File: src/rtl/instr_decode_stage.sv
// Decode stage: turns raw instructions into ALU select and operand controls.
// A main entry plus a skid entry let in_ready come straight from a register.
module instr_decode_stage #(
  parameter int PC_W    = 32,
  parameter int REG_IDX = 4
) (
  input  logic               clk_i,
  input  logic               rst_ni,
  input  logic               flush_i,
  input  logic               in_valid_i,
  output logic               in_ready_o,
  input  logic [31:0]        in_instr_i,
  input  logic [PC_W-1:0]    in_pc_i,
  output logic               out_valid_o,
  input  logic               out_ready_i,
  output logic [PC_W-1:0]    out_pc_o,
  output logic [4:0]         out_alu_sel_o,
  output logic [REG_IDX-1:0] out_rd_o,
  output logic [REG_IDX-1:0] out_rs1_o,
  output logic [REG_IDX-1:0] out_rs2_o,
  output logic [31:0]        out_imm_o,
  output logic               out_use_imm_o,
  output logic               out_reg_we_o,
  output logic               out_mem_re_o,
  output logic               out_mem_we_o,
  output logic               out_is_br_o,
  output logic               out_is_jal_o,
  output logic               out_illegal_o
);

  typedef struct packed {
    logic [PC_W-1:0]    pc;
    logic [4:0]         alu_sel;
    logic [REG_IDX-1:0] rd;
    logic [REG_IDX-1:0] rs1;
    logic [REG_IDX-1:0] rs2;
    logic [31:0]        imm;
    logic               use_imm;
    logic               reg_we;
    logic               mem_re;
    logic               mem_we;
    logic               is_br;
    logic               is_jal;
    logic               illegal;
  } bundle_t;

  logic [3:0] fn, typ;
  logic       legal;
  bundle_t    dec;

  assign fn  = in_instr_i[31:28];
  assign typ = in_instr_i[27:24];

  always_comb begin
    dec     = '0;
    legal   = 1'b0;
    dec.pc  = in_pc_i;
    dec.rd  = REG_IDX'(in_instr_i[23:20]);
    dec.rs1 = REG_IDX'(in_instr_i[19:16]);
    dec.rs2 = REG_IDX'(in_instr_i[15:12]);
    dec.imm = {{16{in_instr_i[15]}}, in_instr_i[15:0]};
    case (typ)
      4'b0000, 4'b1000: begin
        legal       = fn inside {4'h0, 4'h1, 4'h4, 4'h5, 4'h6, 4'hB, 4'hC, 4'hD, 4'hE};
        dec.alu_sel = {1'b0, fn};
        dec.reg_we  = 1'b1;
        dec.use_imm = typ[3];
      end
      4'b0010, 4'b1010: begin
        legal       = fn inside {4'h0, 4'h1, 4'h2, 4'h3, 4'h8, 4'h9, 4'hA, 4'hB};
        dec.alu_sel = {1'b1, fn};
        dec.reg_we  = 1'b1;
        dec.use_imm = typ[3];
      end
      4'b0110: begin
        legal       = fn inside {4'h5, 4'h6, 4'h7, 4'hD, 4'hE, 4'hF};
        dec.alu_sel = {1'b1, fn};
        dec.is_br   = 1'b1;
      end
      4'b1001: begin
        legal       = 1'b1;
        dec.use_imm = 1'b1;
        dec.mem_re  = 1'b1;
        dec.reg_we  = 1'b1;
      end
      4'b0101: begin
        legal       = 1'b1;
        dec.use_imm = 1'b1;
        dec.mem_we  = 1'b1;
      end
      4'b1011: begin
        legal       = 1'b1;
        dec.use_imm = 1'b1;
        dec.is_jal  = 1'b1;
        dec.reg_we  = 1'b1;
      end
      default: legal = 1'b0;
    endcase
    // Illegal bundles still flow so execute can trap, but must not side-effect.
    if (!legal) begin
      dec.alu_sel = '0;
      dec.use_imm = 1'b0;
      dec.reg_we  = 1'b0;
      dec.mem_re  = 1'b0;
      dec.mem_we  = 1'b0;
      dec.is_br   = 1'b0;
      dec.is_jal  = 1'b0;
    end
    dec.illegal = ~legal;
  end

  bundle_t m_q, m_d, s_q, s_d;
  logic    m_valid_q, m_valid_d, s_valid_q, s_valid_d;
  logic    in_xfer, out_xfer;

  assign in_ready_o = ~s_valid_q;
  assign in_xfer    = in_valid_i & in_ready_o;
  assign out_xfer   = m_valid_q & out_ready_i;

  always_comb begin
    m_d       = m_q;
    s_d       = s_q;
    m_valid_d = m_valid_q;
    s_valid_d = s_valid_q;
    if (flush_i) begin
      m_valid_d = 1'b0;
      s_valid_d = 1'b0;
    end else if (!m_valid_q || out_xfer) begin
      // When the skid entry is full in_ready is low, so nothing arrives alongside it.
      if (s_valid_q) begin
        m_d       = s_q;
        m_valid_d = 1'b1;
        s_valid_d = 1'b0;
      end else begin
        m_valid_d = in_xfer;
        if (in_xfer) m_d = dec;
      end
    end else if (in_xfer) begin
      s_d       = dec;
      s_valid_d = 1'b1;
    end
  end

  always_ff @(posedge clk_i or negedge rst_ni) begin
    if (!rst_ni) begin
      m_q       <= '0;
      s_q       <= '0;
      m_valid_q <= 1'b0;
      s_valid_q <= 1'b0;
    end else begin
      m_q       <= m_d;
      s_q       <= s_d;
      m_valid_q <= m_valid_d;
      s_valid_q <= s_valid_d;
    end
  end

  assign out_valid_o   = m_valid_q;
  assign out_pc_o      = m_q.pc;
  assign out_alu_sel_o = m_q.alu_sel;
  assign out_rd_o      = m_q.rd;
  assign out_rs1_o     = m_q.rs1;
  assign out_rs2_o     = m_q.rs2;
  assign out_imm_o     = m_q.imm;
  assign out_use_imm_o = m_q.use_imm;
  assign out_reg_we_o  = m_q.reg_we;
  assign out_mem_re_o  = m_q.mem_re;
  assign out_mem_we_o  = m_q.mem_we;
  assign out_is_br_o   = m_q.is_br;
  assign out_is_jal_o  = m_q.is_jal;
  assign out_illegal_o = m_q.illegal;

endmodule

File: config.mk
export PLATFORM = sky130hd
export DESIGN_NAME = instr_decode_stage
export DESIGN_NICKNAME = d
export VERILOG_FILES = /design/src/rtl/instr_decode_stage.sv
export SDC_FILE = /design/constraint.sdc
export NUM_CORES = 1
export LEC_CHECK = 0
export CAP_MARGIN = 10
export CORE_MARGIN = 2
export CORE_UTILIZATION = 49
export DETAILED_ROUTE_END_ITERATION = 10
export HOLD_SLACK_MARGIN = 0.12
export PLACE_DENSITY = 0.8
export SLEW_MARGIN = 20
export SYNTH_ARGS = -nofsm -noshare
export SYNTH_HDL_FRONTEND = slang
export SYNTH_SLANG_ARGS = --single-unit
File: constraint.sdc
create_clock -name clk_i -period 2.49 [get_ports clk_i]
set_clock_uncertainty 0.2 [all_clocks]
set_input_delay 0.249 -clock clk_i [delete_from_list [all_inputs] [get_ports clk_i]]
set_output_delay 0.249 -clock clk_i [all_outputs]
set_load 0.005 [all_outputs]
# Word-level counts from Yosys, hierarchy flattened
# Index checks and enable logic that the tools add are counted.
# op_classes
addsub	0
mul	0
div_mod_pow	0
order_cmp	0
eq_ne	22
n_shift	0
muxes	18
bitwise_logic	6
n_reduce_logical	18
# ops
op	count
88-bit two-way mux	2
4-bit == test, second input constant	12
4-bit by 3-bit == test with 1-bit output, second input constant	6
4-bit by 2-bit == test with 1-bit output, second input constant	3
1-bit two-way mux	11
5-bit one-hot mux with 2 select lines	1
9-bit nonzero test	1
4-bit zero test	2
8-bit nonzero test	1
6-bit two-way mux	1
3-bit AND reduction	2
6-bit nonzero test	1
3-bit OR reduction	2
6-bit OR reduction	1
5-bit two-way mux	1
4-bit by 1-bit == test with 1-bit output, second input constant	1
1-bit NOT	4
1-bit one-hot mux with 4 select lines	1
2-bit nonzero test	2
2-bit OR reduction	2
4-bit OR reduction	1
3-bit nonzero test	1
1-bit AND	2
1-bit one-hot mux with 2 select lines	1
2 further kinds	2
# totals
regBits	162
latch_bits	0
ramBits	0
mem_bits_ro	0
in_bits	69
output_inout_bits	90
wordCells	92
memories	0

# Longest topological paths before layout
# depth
depth_word	6
depth_mapped	7
ltp_nobuf	4

# Least setup slack after synthesis
# Ideal clock, no wire load.
# synth_path
path_kind	register -> register
start	register m_valid_q (netlist: out_valid_o)
end	register m_q, in the netlist out_pc_o[10]
setup_ns	0.134
t_arrival_ns	1.463
t_required_ns	2.156
setup_slack_ns	0.693
stages_incl_launch_ff	8
path_buffers	3
period_less_slack_ns	1.797
cell_sequence	dfrtp_1 nor2b_4 or3_4 buf_6 buf_2 buf_2 nand2_1 o21ai_0
# synth_via
elab_chain_len	3
elab_cells_between_ends	4
classes_between	bitwise: 1; reduce/logical: 3
# synth_lines
item	line	rtl
from (decl)	113	logic m_valid_q, m_valid_d, s_valid_q, s_valid_d;
from (signal assigned)	153	m_valid_q <= m_valid_d;
1-bit AND or 1-bit zero test (tied branches)	118, 128	
1-bit logical OR (*)	128	end else if (!m_valid_q || out_xfer) begin
3-bit AND reduction (no source line) (*)	--	
to (signal assigned)	151	m_q <= m_d;
to (decl)	112	bundle_t m_q, m_d, s_q, s_d;
# Every way passes the cells marked *; elsewhere a longest branch is shown, timed or not.
# A chain may end at the register's enable or synchronous reset.

# Worst setup path in the final report
# layout_path
start	register s_valid_q
end	output in_ready_o
# layout_via
elab_chain_len	1
# layout_lines
item	line	rtl
from (decl)	113	
from (signal assigned)	154	s_valid_q <= s_valid_d;
1-bit NOT	116	assign in_ready_o = ~s_valid_q;
to (decl)	11	output logic in_ready_o,
# No other way between the ends.

==> flow_summary.ini <==
[status]
status = finished clean

[layout]
drive_gt1_share_pct = 17.7
final_common_cell = clkdlybuf4s50_1
fillerInstances = 916
ff_latch_area_um2 = 3460
fin_cells = 833
finalNetCount = 721
multiInputGateArea_um2 = 2380
final_cell_mix = clkdlybuf4s50_1, dfrtp_1, nand2_1, mux2i_1, o21ai_0
diodes = 0
syn_to_final_growth_pct = 37.4

[placed_design]
dp_hpwl_um = 9240
numPortBuffers = 158
pre_cts_slack_ns = 0.180
routabilityCongestion = 0.846
placed_cells = 800

[synthesis]
synthCells = 513
yosysWarnings = 0
synth_xor_area_share_pct = 0
synth-compound-area-share_pct = 8.03
ys_seq_area_share_pct = 56.2
synth_ff_type = dfrtp_1
synth-simple-area-share_pct = 9.09
yosysTopAreaCellShare_pct = 56.2
synth_top_area_cell = dfrtp_1
synth_top_family_by_area = multiplexers
synth_mux_area_share_pct = 21.4
synth.cell_area_um2 = 6140
syn_nets = 582
synthAdderAreaFrac_pct = 0
synth_edf_count = 0
synth.top_cells.by_area = dfrtp_1, mux2_2, mux2i_1, o21ai_0, nand2_1
yosys.cell_types.count = 34
synth_area_per_cell_um2 = 12.0
synth_seq_cells = 138
async_flop_share_pct = 100

[drt]
vias_per_cell = 5.19
num_vias = 4322
ant_nets = 0
drc = 0
drt_pass1_iterations = 4
wl_per_cell_um = 16.3
drtIter0Drc = 269
wirelength_um = 13600

[cts]
clockBufferDepth = 2
cts_buffers = 17
clock_sinks = 138
clkTransAtPathRegs_ns = 0.06
cts_setup_buffers = 0
cts_root_buffer = clkbuf_16
clk_latency_ns = 0.41
cts-htree-levels = 4
cts_tree = done

[power]
powerDensity_nw_per_um2 = 806
irDropWorstVdd_mv = 0.451
leakagePower_nw = 3.57

[die]
die-area_um2 = 13400
io_pins = 159
core_area_um2 = 12100
die_h_um = 116
initial_core_util_pct = 50.7
rows = 40
dieWidth_um = 116

[sta]
slew_headroom_pct = 67.6
hold_viol = 0
fmax_mhz = 432
postLayoutSetupSlackWorst_ns = 0.175
worst_slew_pin_slew_ns = 0.487
min_period_ns = 2.32
setup-tns-final_ns = 0
whs_ns = 0.148
drv_slew = 0
setup_violations = 0
rsz0062_at_grt = no
finalCritPeriodShare_pct = 93.0

[global_route]
grt_max_degree = 61
grt_pass1_wl_um = 22200
antenna_found_initial = 0
grt_pass1_vias = 4500
overflow = 0
track_usage_pct = 21.4

[worst_setup_path]
crit_path_top_delay_cell = clkdlybuf4s50_1
crit_required_ns = 2.04
r2r-start = s_valid_q
rr_worst_depth = 4
r2r_end = out_pc_o[21]
cp_data_arrival_time_ns = 1.87
crit_fanout = 31
worstPathCellList = buf_4 -> inv_1 -> clkdlybuf4s50_1
critPathMaxStageDelay_ns = 0.49
worst-r2r-setup-slack_ns = 0.51
endpoint_kind = primary output
worstSetupStartpointType = flop
worstSetupPathType = flop to primary output

[flow_run]
max_cap_viol_count = 0

[hold_path]
hold_path.class = primary input to asynchronous set/reset pin
[power by group]
group          internal [mW]  switching (mW)
Clock                   1.81           0.897
Combinational          0.764           0.434
Sequential              2.67           0.235
[what timing repair did]
action | in CTS | in global routing
endpoints found under the setup margin | 0 | 0
hold endpoints to repair | 138 | 0
gates resized for setup | 0 | 0
hold buffers | 1 | 0
[synthesized netlist by cell type (all sizes together), types with 3 or more instances]
cell and instances:
a21oi 5, buf 39, clkbuf 13, dfrtp 138
inv 3, mux2 60, mux2i 64, nand2 75
nand3 6, nor2 9, nor2b 3, nor3 6
o21ai 64, o31ai 7, or3 3
[stage by stage]
| step | instance area (µm²) | util [%] | power, mW |
|---|---|---|---|
| 2_1_floorplan | 6140 | - | 3.45 |
| 3_3_place_gp | 7790 | 64.3 | 4.07 |
| 3_5_place_dp | 7790 | 64.3 | 4.14 |
| 4_1_cts | 8440 | 69.7 | 6.87 |
| 5_1_grt | 8440 | 69.7 | 7.14 |
| 6_report | 8440 | 69.7 | 6.80 |
[per-layer routing]
layer / vias up / global-route usage, % / part of all wire (%)
met2: 125 / 34.5 / 48
met3: 19 / 7.74 / 7.4
met1: 2126 / 26.6 / 43
met5: - / 0 / 0
met4: 0 / 8.33 / 1.7
li1: 2052 / - / -
[cells by family (layout without fill, tap and decap cells)]
kind of cell / count (synthesis) / in the layout
multiplexers: 124 / 124
buffers and inverters: 55 / 207
AO/OA/AOI/OAI: 84 / 84
flip-flops: 138 / 138
AND/OR/NAND/NOR: 112 / 112
[state kept, by name, summed over array words and instances, names as in the netlist]
register,flops
out_mem_re_o,1
out_illegal_o,1
out_alu_sel_o,5
s_valid_q,1
out_use_imm_o,1
s_q,68
out_reg_we_o,1
out_imm_o,13
out_rs2_o,3
out_pc_o,32
out_valid_o,1
out_mem_we_o,1
out_is_br_o,1
out_is_jal_o,1
out_rs1_o,4
out_rd_o,4
[cell type report]
class / instances / share of cell area [%]
multi-input cells: 320 / 28.2
clock buffers: 25 / 5.99
repair buffers: 172 / 20.6
well taps: 168 / 2.49
clock inverters: 7 / 1.60
inverters: 3 / 0.133
flip-flops and latches: 138 / 41.0
[worst max-delay path, delay by kind of cell (launching register included)]
family / cells / cell delay (ns)
buffers and inverters: 3 / 1.04
DFF: 1 / 0.42
[how the worst max path moves through the flow]
stage              startpoint       endpoint  cells after the start
6_report            s_valid_q     in_ready_o                      3
5_1_grt             s_valid_q     in_ready_o                      3
4_1_cts             s_valid_q     in_ready_o                      3
3_5_place_dp   in_instr_i[26]         s_q[0]                      5
3_3_place_gp   in_instr_i[26]  out_illegal_o                      5
2_1_floorplan     out_valid_o   out_pc_o[10]                      7
(Power assumes the default switching activity.)
